### src/rtl/u_divider_8bit_seq.sv
// Sequential restoring divider: 2*DW-bit dividend / DW-bit divisor, one quotient bit per clock.
// Define U_DIV_DBZ_FLAG_EN to add the dbz port and a 2-clock divide-by-zero shortcut.
module u_divider_8bit_seq #(
  parameter int DW = 8
) (
  input  logic            clock,
  input  logic            reset,
  input  logic            start,
  input  logic [2*DW-1:0] dividend,
  input  logic [DW-1:0]   divisor,
  output logic [2*DW-1:0] quot,
  output logic [DW-1:0]   rem,
  output logic            busy,
  output logic            eod
`ifdef U_DIV_DBZ_FLAG_EN
  ,
  output logic            dbz
`endif
);

  localparam int CW = $clog2(2*DW);

  typedef enum logic [1:0] {
    IDLE,
    BUSY,
    DONE
  } state_t;

  state_t          state;
  logic [CW-1:0]   cnt;
  logic [2*DW-1:0] shq;
  logic [DW-1:0]   dvs;
  logic [DW:0]     pr;

  logic [DW:0] pr_sh;
  logic [DW:0] diff;
  logic [DW:0] pr_nx;
  logic        qbit;
  logic        last;

  // shq feeds dividend bits out of its top while quotient bits enter at the bottom
  always_comb begin
    pr_sh = {pr[DW-1:0], shq[2*DW-1]};
    diff  = pr_sh - {1'b0, dvs};
    qbit  = (pr_sh >= {1'b0, dvs});
    pr_nx = qbit ? diff : pr_sh;
    last  = (cnt == CW'(2*DW-1));
  end

  always_ff @(posedge clock) begin
    if (reset) begin
      state <= IDLE;
      cnt   <= '0;
      shq   <= '0;
      dvs   <= '0;
      pr    <= '0;
      quot  <= '0;
      rem   <= '0;
      busy  <= 1'b0;
      eod   <= 1'b0;
`ifdef U_DIV_DBZ_FLAG_EN
      dbz   <= 1'b0;
`endif
    end else begin
      eod <= 1'b0;
      case (state)
        IDLE, DONE: begin
          if (start) begin
            shq   <= dividend;
            dvs   <= divisor;
            pr    <= '0;
            cnt   <= '0;
            busy  <= 1'b1;
            state <= BUSY;
`ifdef U_DIV_DBZ_FLAG_EN
            if (divisor != '0)
              dbz <= 1'b0;
`endif
          end else begin
            state <= IDLE;
          end
        end
        BUSY: begin
`ifdef U_DIV_DBZ_FLAG_EN
          if (dvs == '0) begin
            quot  <= '1;
            rem   <= shq[DW-1:0];
            dbz   <= 1'b1;
            busy  <= 1'b0;
            eod   <= 1'b1;
            state <= DONE;
          end else
`endif
          if (last) begin
            quot  <= {shq[2*DW-2:0], qbit};
            rem   <= pr_nx[DW-1:0];
            busy  <= 1'b0;
            eod   <= 1'b1;
            state <= DONE;
          end else begin
            shq <= {shq[2*DW-2:0], qbit};
            pr  <= pr_nx;
            cnt <= cnt + 1'b1;
          end
        end
        default: state <= IDLE;
      endcase
    end
  end

endmodule

### config.mk
export PLATFORM = sky130hd
export DESIGN_NAME = u_divider_8bit_seq
export DESIGN_NICKNAME = d
export VERILOG_FILES = /design/src/rtl/u_divider_8bit_seq.sv
export SDC_FILE = /design/constraint.sdc
export NUM_CORES = 1
export LEC_CHECK = 0
export CAP_MARGIN = 30
export CELL_PAD_IN_SITES_DETAIL_PLACEMENT = 0
export CELL_PAD_IN_SITES_GLOBAL_PLACEMENT = 1
export CORE_MARGIN = 2
export CORE_UTILIZATION = 29
export DETAILED_ROUTE_END_ITERATION = 8
export PLACE_DENSITY = 0.61
export SLEW_MARGIN = 20
export SYNTH_ARGS = -nofsm -noshare
export SYNTH_HDL_FRONTEND = slang
export SYNTH_SLANG_ARGS = --single-unit
### constraint.sdc
create_clock -name clock -period 5.1 [get_ports clock]
set_clock_uncertainty 0.2 [all_clocks]
set_input_delay 1.53 -clock clock [delete_from_list [all_inputs] [get_ports clock]]
set_output_delay 1.53 -clock clock [all_outputs]
set_load 0.02 [all_outputs]
==> impl_metrics.yaml <==
critical_path:
  required_ns: 5.12
  reg2reg_depth: 6
  r2r-start: "pr[5]"
  cp-end-kind: "register"
  cp.arrival_ns: 3.28
  critPathKind: "input port to register"
  crit_path_start_kind: "input port"
  critPathMaxFanout: 22
  worstSetupStartpoint: "start"
power:
  p_leak_uw: 0.00139
  p_per_area_nw_per_um2: 403
  comb_power_share: 0.289
  p_int_uw: 1040
  netSwitchingPower_uw: 528
  p_total_uw: 1570
  power_frac_clock: 0.352
  worst_ir_drop_vdd_mv: 0.172
  seqPwrFrac: 0.359
  swShare: 0.336
drt:
  route.detailed.drc: 0
  firstDrtPassIters: 4
  drtAntennaViolNets: 0
  wirelength_mm: 8.35
  vias_per_cell: 4.95
  drt_iter0_drc: 115
  vias: 2788
  drt-wirelength-per-cell_um: 14.8
yosys:
  yosysTopAreaCell: "dfxtp_1"
  ys_seq_area_frac: 0.424
  muxShareOfSynthArea: 0.00373
  synth_top_family_by_area: "simple AND/OR/NAND/NOR gates"
  avgSynthCellArea_um2: 7.99
  syn-num-nets: 415
  yosysWarnings: 0
  synth_xor_area_frac: 0.0174
  yosys_most_used_dff: "dfxtp_1"
  synthCells: 378
  ys_seq_elements: 64
  async_flop_share: 0
  yosys.area_share.simple: 0.240
  ys_types: 47
  post_synth_main_area_contributors: "dfxtp_1 (42%), nand2_1 (11%), a311oi_1 (5.2%)"
  synth_compound_area_frac: 0.218
  synth-edff-count: 0
  synthesis.area_um2: 3020
  synth_top_area_frac: 0.424
  synthAdderAreaFrac: 0.0439
cells_and_area:
  final_cell_mix: "nand2_1 (88), dfxtp_1 (64), clkdlybuf4s50_1 (51)"
  nNetsFinal: 459
  seqCellArea_um2: 1280
  layout_commonest_cell: "nand2_1"
  drive_gt1_frac: 0.0773
  multi_input_area_um2: 1590
  fillers: 1029
  diodes: 0
  syn_to_final_growth_pct: 29.0
cts:
  cts_resized: 0
  insertion_delay_ns: 0.35
  clk_pin_slew_worst_paths_ns: 0.07
  cts_setup_buffers: 0
  cts_buffer_depth: 2
  root_buffer: "clkbuf_8"
  numCtsBuffers: 9
  cts_sinks: 64
  cts-hold-fix-buffers: 0
  htreeDepth: 3
  tritoncts: "done"
timing:
  slew_headroom: 0.532
  rsz0062_at_grt: "no"
  finalCritPeriodShare: 0.638
  period_minus_slack_ns: 3.25
  hold_violations: 0
  setup_viol: 0
  fmax_mhz: 307
  setup-tns-final_ns: 0
  tightest_slew_ns: 0.702
  slew_viol_final: 0
min_path:
  hold_depth: 2
  hold_path_class: "register to register"
  hold_start: "quot[4]"
floorplan:
  rows: 37
  die_w_um: 106
  die-area_um2: 11300
  io_pins: 53
  die_y_um: 106
  core_area_um2: 10200
  initial_core_util: 0.295
global_route:
  grtUsageTotal: 0.154
  grt_max_degree: 62
  antenna_found_initial: 0
  grt_pass1_vias: 2764
  grt_overflow: 0
  grt_pass1_wl_mm: 13.8
flow_run:
  drv_cap: 0
outcome:
  status: "complete, no violations"
placed_design:
  io_buffers: 52
  globalplace.congestion: 0.776
  dp_hpwl_mm: 5.79
cell type report:
| type | count | area share |
|---|---|---|
| Clock buffer | 10 | 0.0353 |
| Clock inverter | 6 | 0.0295 |
| Inverter | 11 | 0.0106 |
| Multi-Input combinational cell | 277 | 0.407 |
| Sequential cell | 64 | 0.329 |
| Tap cell | 136 | 0.0436 |
| Timing Repair Buffer | 59 | 0.146 |
sequential cells by signal (all words and copies together), names as in the netlist:
| register | flops |
|---|---|
| shq | 16 |
| eod | 1 |
| state | 2 |
| quot | 16 |
| pr | 8 |
| dvs | 8 |
| rem | 8 |
| busy | 1 |
| cnt | 4 |
worst paths after layout:
check                                to  slack [ns]
worst max-delay path              pr[5]        1.85
worst min-delay path            quot[4]        0.25
worst max register to register    pr[2]        2.40
worst min register to register  quot[4]        0.25
Yosys cell counts, types with 4 or more instances:
master / instances
nand3_1: 11
nand2_1: 88
o211ai_1: 6
xor2_1: 4
a211oi_1: 5
nor3_1: 10
dfxtp_1: 64
ha_1: 9
a311oi_1: 18
clkbuf_1: 20
nor2_1: 34
buf_2: 4
inv_1: 11
nand3b_1: 4
a21oi_1: 29
nor2b_1: 4
nand4_1: 4
o21ai_0: 9
power by group through the flow:
| stage | clock (uW) | combinational, uW | sequential (uW) |
|---|---|---|---|
| 6_report | 553 | 455 | 564 |
| 5_1_grt | 582 | 507 | 569 |
| 4_1_cts | 563 | 453 | 564 |
| 3_5_place_dp | 0 | 451 | 575 |
| 3_3_place_gp | 0 | 457 | 575 |
| 2_1_floorplan | 0 | 354 | 564 |
layer usage:
metal  GRT usage  vias to the layer above  part of all wire
met4      0.0479                        0             0.013
met2       0.249                       53              0.47
met1       0.199                     1299              0.48
li1            -                     1426                 -
met5           0                        -                 0
met3      0.0448                       10             0.037
per-stage QoR:
step | worst slack (ns) | cell area, um2 | util | hold WS [ns] | cells
after floorplan | 2.28 | 3020 | - | 0.236 | 378
after global placement | 1.52 | 3650 | 0.356 | 0.248 | 547
after detailed placement | 1.48 | 3650 | 0.356 | 0.249 | 547
after CTS | 1.84 | 3900 | 0.381 | 0.260 | 563
after global routing | 1.68 | 3900 | 0.381 | 0.279 | 563
final | 1.85 | 3900 | 0.381 | 0.255 | 563
critical path, stage by stage:
cell and delay [ns]:
clkdlybuf4s50_1 0.48, nand2b_1 0.22, o21ai_2 0.29, buf_4 0.35
nor2_1 0.15, a32oi_1 0.17, o31ai_1 0.09
cells by family (layout without fill, tap and decap cells):
| group | count (synthesis) | after routing |
|---|---|---|
| and+or+nand+nor | 167 | 167 |
| buffers and inverters | 37 | 86 |
| DFF | 64 | 64 |
| xor gates and xnor gates | 6 | 6 |
| muxes | 1 | 1 |
| AOI/OAI and AO/OA | 93 | 93 |
| adders and majority gates | 10 | 10 |
(Power assumes the default switching activity.)
==> variant 1: new RTL, same settings <==
The 3 states of `state_t` get a one-hot encoding in 3 bits.
--- a/src/rtl/u_divider_8bit_seq.sv
+++ b/src/rtl/u_divider_8bit_seq.sv
@@ -21,8 +21,8 @@
   localparam int CW = $clog2(2*DW);
 
-  typedef enum logic [1:0] {
-    IDLE,
-    BUSY,
-    DONE
+  typedef enum logic [2:0] {
+    IDLE = 3'b001,
+    BUSY = 3'b010,
+    DONE = 3'b100
   } state_t;
 
Formal check against the unedited RTL: no difference found for any inputs over 10 cycles, from zero or initial values and one cycle with reset high; not proved beyond that.
==> variant 1 against the original RTL <==
Hold slack worse by 2.9 ps; routed wire length is essentially flat; sequential cell count rose by 1; area after synthesis up 1.7%; critical path depth did not move; highest routed layer unchanged; setup slack got worse by 69 ps; maximum frequency fell by 2.1%; design area grew 0.80%; die area grew 1.7%.
Power is not compared: it rests on default switching activity, and its combinational part moved more than twofold at a synthesized area within 25%.
==> variant 1: results (changes against the original RTL) <==
status - complete, no violations
vias in the first global route - 2,698 (-2.4%)
wire length of the first global-routing pass - 13.8 mm (about the same)
Post-CTS Setup Bufs - 0 (unchanged)
DP HPWL - 5.79 mm (about the same)
Synth top cells by count - nand2_1, dfxtp_1, nor2_1
WL final - 8.34 mm (about the same)
Final Max Slew Viols - 0 (unchanged)
worst skew pair latency - 330 ps (-20 ps)
Async SR Flop Fraction - 0 (unchanged)
leakage - 1.39 nW
Slew HR - 0.441 (-0.0913)
Seq/Total Area, Yosys - 0.423 (-0.000736)
CP max stage delay - 650 ps (+170 ps)
worst reg2reg startpoint - dvs[6]
min-delay src - quot[14]
drt initial violations - 117 (+1.7%)
Slowest cell on crit path - nor3_1
Synth Net Count - 416 (+0.24%)
hold_ws - 252 ps (-2.95 ps)
largest net degree at the start of global routing - 64 (+3.2%)
R2R cell count - 7 (+1)
layout cells sized above 1 - 0.0773 (unchanged)
Hold Path Sink - quot[14]
DP Worst Slack - 1470 ps (-12.1 ps)
Hold Crit Class - reg -> reg
final worst path period share - 0.651 (+0.0136)
largest cells by area after synthesis - dfxtp_1, nand2_1, a311oi_1, nor2_1, a21oi_1
post-placement cell area - 3720 sq um (+2.1%)
Worst path top cell family by delay - simple AND/OR/NAND/NOR gates
Ys Warns - 0 (unchanged)
via count - 2,827 (+1.4%)
Layout Nets - 459 (unchanged)
worst path arrival time - 3360 ps (+80 ps)
distinct cell type count after synthesis - 52 (+11%)
top flop regs - quot (16), shq (16)
Max Fanout on Critical Path - 14 (-36%)
Total Routing Usage GR - 0.152 (-0.00222)
flop2flop setup slack - 2370 ps (-30 ps)
global placer's final weighted congestion - 0.817 (+5.3%)
[variant 1: final cells by class]
cell class,count,area [sq um]
Clock inverter,2,35.0
Inverter,11,41.3
Multi-Input combinational cell,276,1620
Fill cell,1071,6390
Tap cell,136,170
Clock buffer,14,173
Timing Repair Buffer,59,588
Sequential cell,65,1300
[variant 1: how the worst max path moves through the flow]
| stage | start | endpoint | slack (ps) | cells past startpoint |
|---|---|---|---|---|
| 2_1_floorplan | start | shq[10] | 2250 | 6 |
| 3_3_place_gp | start | pr[3] | 1540 | 7 |
| 3_5_place_dp | start | pr[5] | 1470 | 7 |
| 4_1_cts | start | pr[5] | 1830 | 7 |
| 5_1_grt | start | pr[5] | 1590 | 7 |
| 6_report | start | pr[5] | 1780 | 7 |
[variant 1: metal layers]
layer  share of wire  track usage
met5               0            0
met1            0.49        0.210
met4           0.012       0.0492
met2            0.46        0.229
met3           0.036       0.0419
[variant 1: through the flow]
step	std cells	util	power [mW]
final	563	0.381	1.19
after global placement	546	0.358	0.745
after detailed placement	547	0.361	0.746
after floorplan	379	-	0.687
after global routing	563	0.381	1.26
after CTS	563	0.381	1.21
[variant 1: power groups by stage]
stage	Combinational, mW	Clock (mW)	Sequential (mW)
6_report	0.191	0.453	0.543
5_1_grt	0.213	0.497	0.546
4_1_cts	0.192	0.475	0.543
3_5_place_dp	0.191	0	0.555
3_3_place_gp	0.191	0	0.554
2_1_floorplan	0.137	0	0.550
[variant 1: kinds of logic after synthesis]
group / synth area share
simple gates: 0.225
buf+inv: 0.0537
compound gates: 0.231
xor+xnor: 0.0171
fa+ha+maj: 0.0431
mux: 0.00692
flops: 0.423
==> variant 2: new RTL, same settings <==
Without the edit above. Add a define of `U_DIV_DBZ_FLAG_EN`.
--- a/src/rtl/u_divider_8bit_seq.sv
+++ b/src/rtl/u_divider_8bit_seq.sv
@@ -1,4 +1,6 @@
 // Sequential restoring divider: 2*DW-bit dividend / DW-bit divisor, one quotient bit per clock.
 // Define U_DIV_DBZ_FLAG_EN to add the dbz port and a 2-clock divide-by-zero shortcut.
+`define U_DIV_DBZ_FLAG_EN
+
 module u_divider_8bit_seq #(
   parameter int DW = 8
Function (old outputs only; new: dbz): changed (a bounded check fails within 4 cycles, from zero or initial values and one cycle with reset high).
==> variant 2 against the original RTL <==
Die area shrank 0.72%; largest power group unchanged; setup slack better by 120 ps; power is 4.2% lower; maximum frequency up 3.7%; sequential cell count up 1; area after synthesis is 0.75% lower; design area shrank 1.0%; combinational power fell by 15%; critical path depth down 2; routed wire length increased by 5.7%.
==> variant 2: results (changes against the original RTL) <==
clock share of power - 0.356 (+0.004)
vias in the first global route - 2,644 (-4.3%)
worst IR drop on VDD - 0.179 mV (+4.0%)
Compound-Gate Fraction of Synth Area - 0.264 (+0.0454)
mux contribution to synthesized area - 0.00334 (-0.000389)
worst reg2reg startpoint - dvs[2]
largest net degree at the start of global routing - 38 (-39%)
global placer's final weighted congestion - 0.841 (+8.3%)
CP endpoint - shq[15]
Buffers on Ports - 53 (+1.9%)
Synth Area in XOR/XNOR - 0.00876 (-0.00863)
worst path arrival time - 3120 ps (-160 ps)
DR vias/cell - 5.09 (+2.9%)
Synth Net Count - 387 (-6.7%)
Synth top cells by count - dfxtp_1, nand2_1, a21oi_1
WL final - 8.82 mm (+5.7%)
# resized after CTS - 0 (unchanged)
Max Fanout on Critical Path - 19 (-14%)
flop2flop setup slack - 2230 ps (-170 ps)
drt initial violations - 129 (+12%)
Sw Pwr - 0.478 mW (-9.5%)
largest cells by area after synthesis - dfxtp_1, a21oi_1, nand2_1, nor2_1, a22oi_1
status - complete, no violations
leakage - 1.37 nW (-1.2%)
Clk. pwr - 0.536 mW (-3%)
Slowest cell on crit path - nor2b_2
Worst R2R End - pr[6]
adder-cell share of the synthesized area - 0.0442 (+0.000330)
distinct cell type count after synthesis - 56 (+19%)
==> variant 2: changes by cell type after synthesis, sizes merged, moves of 4 or more <==
cell    unedited run  this run
nand2             88        42
a22oi              0        16
o22ai              3        15
a311oi            18         7
clkbuf            20        10
a21oi             29        38
nand3             11        16
nand3b             4         0
nor3              10         6
==> variant 2: cell type report <==
class                           instances  area (sq um)
Fill cell                            1102          6330
Multi-Input combinational cell        255          1560
Sequential cell                        65          1300
Timing Repair Buffer                   56           548
Tap cell                              136           170
Clock buffer                           10           128
Clock inverter                          6           114
Inverter                               11          41.3
==> variant 2: worst min-delay path by stage <==
stage / start / to / slack [ps] / cells after the start
global placement: rem[4] / rem[4] / 240 / 2
finish: rem[4] / rem[4] / 250 / 2
global route: rem[4] / rem[4] / 280 / 2
detailed placement: rem[4] / rem[4] / 250 / 2
CTS: rem[4] / rem[4] / 260 / 2
floorplan: dvs[2] / dvs[2] / 250 / 2
==> variant 2: layer usage <==
layer,routed length [um],part of all wire,vias up,track usage
li1,-,-,1383,-
met1,4530,0.51,1309,0.233
met2,3890,0.44,44,0.241
met3,278,0.032,10,0.0383
met4,124,0.014,0,0.0517
met5,0,0,-,0
==> variant 2: metrics by stage <==
step / utilization / worst slack, ps / std cells / hold slack [ps] / instance area [sq um]
after floorplan: - / 2280 / 350 / 249 / 3000
after global placement: 0.355 / 1680 / 523 / 244 / 3620
after detailed placement: 0.355 / 1610 / 523 / 249 / 3620
after CTS: 0.379 / 1970 / 539 / 259 / 3860
after global routing: 0.379 / 1870 / 539 / 284 / 3860
final: 0.379 / 1960 / 539 / 254 / 3860
==> variant 2: worst max-delay path, delay by kind of cell <==
| family | cells | cell delay (ps) |
|---|---|---|
| AND/OR/NAND/NOR | 2 | 770 |
| buffers and inverters | 1 | 480 |
| AO/OA/AOI/OAI | 2 | 340 |
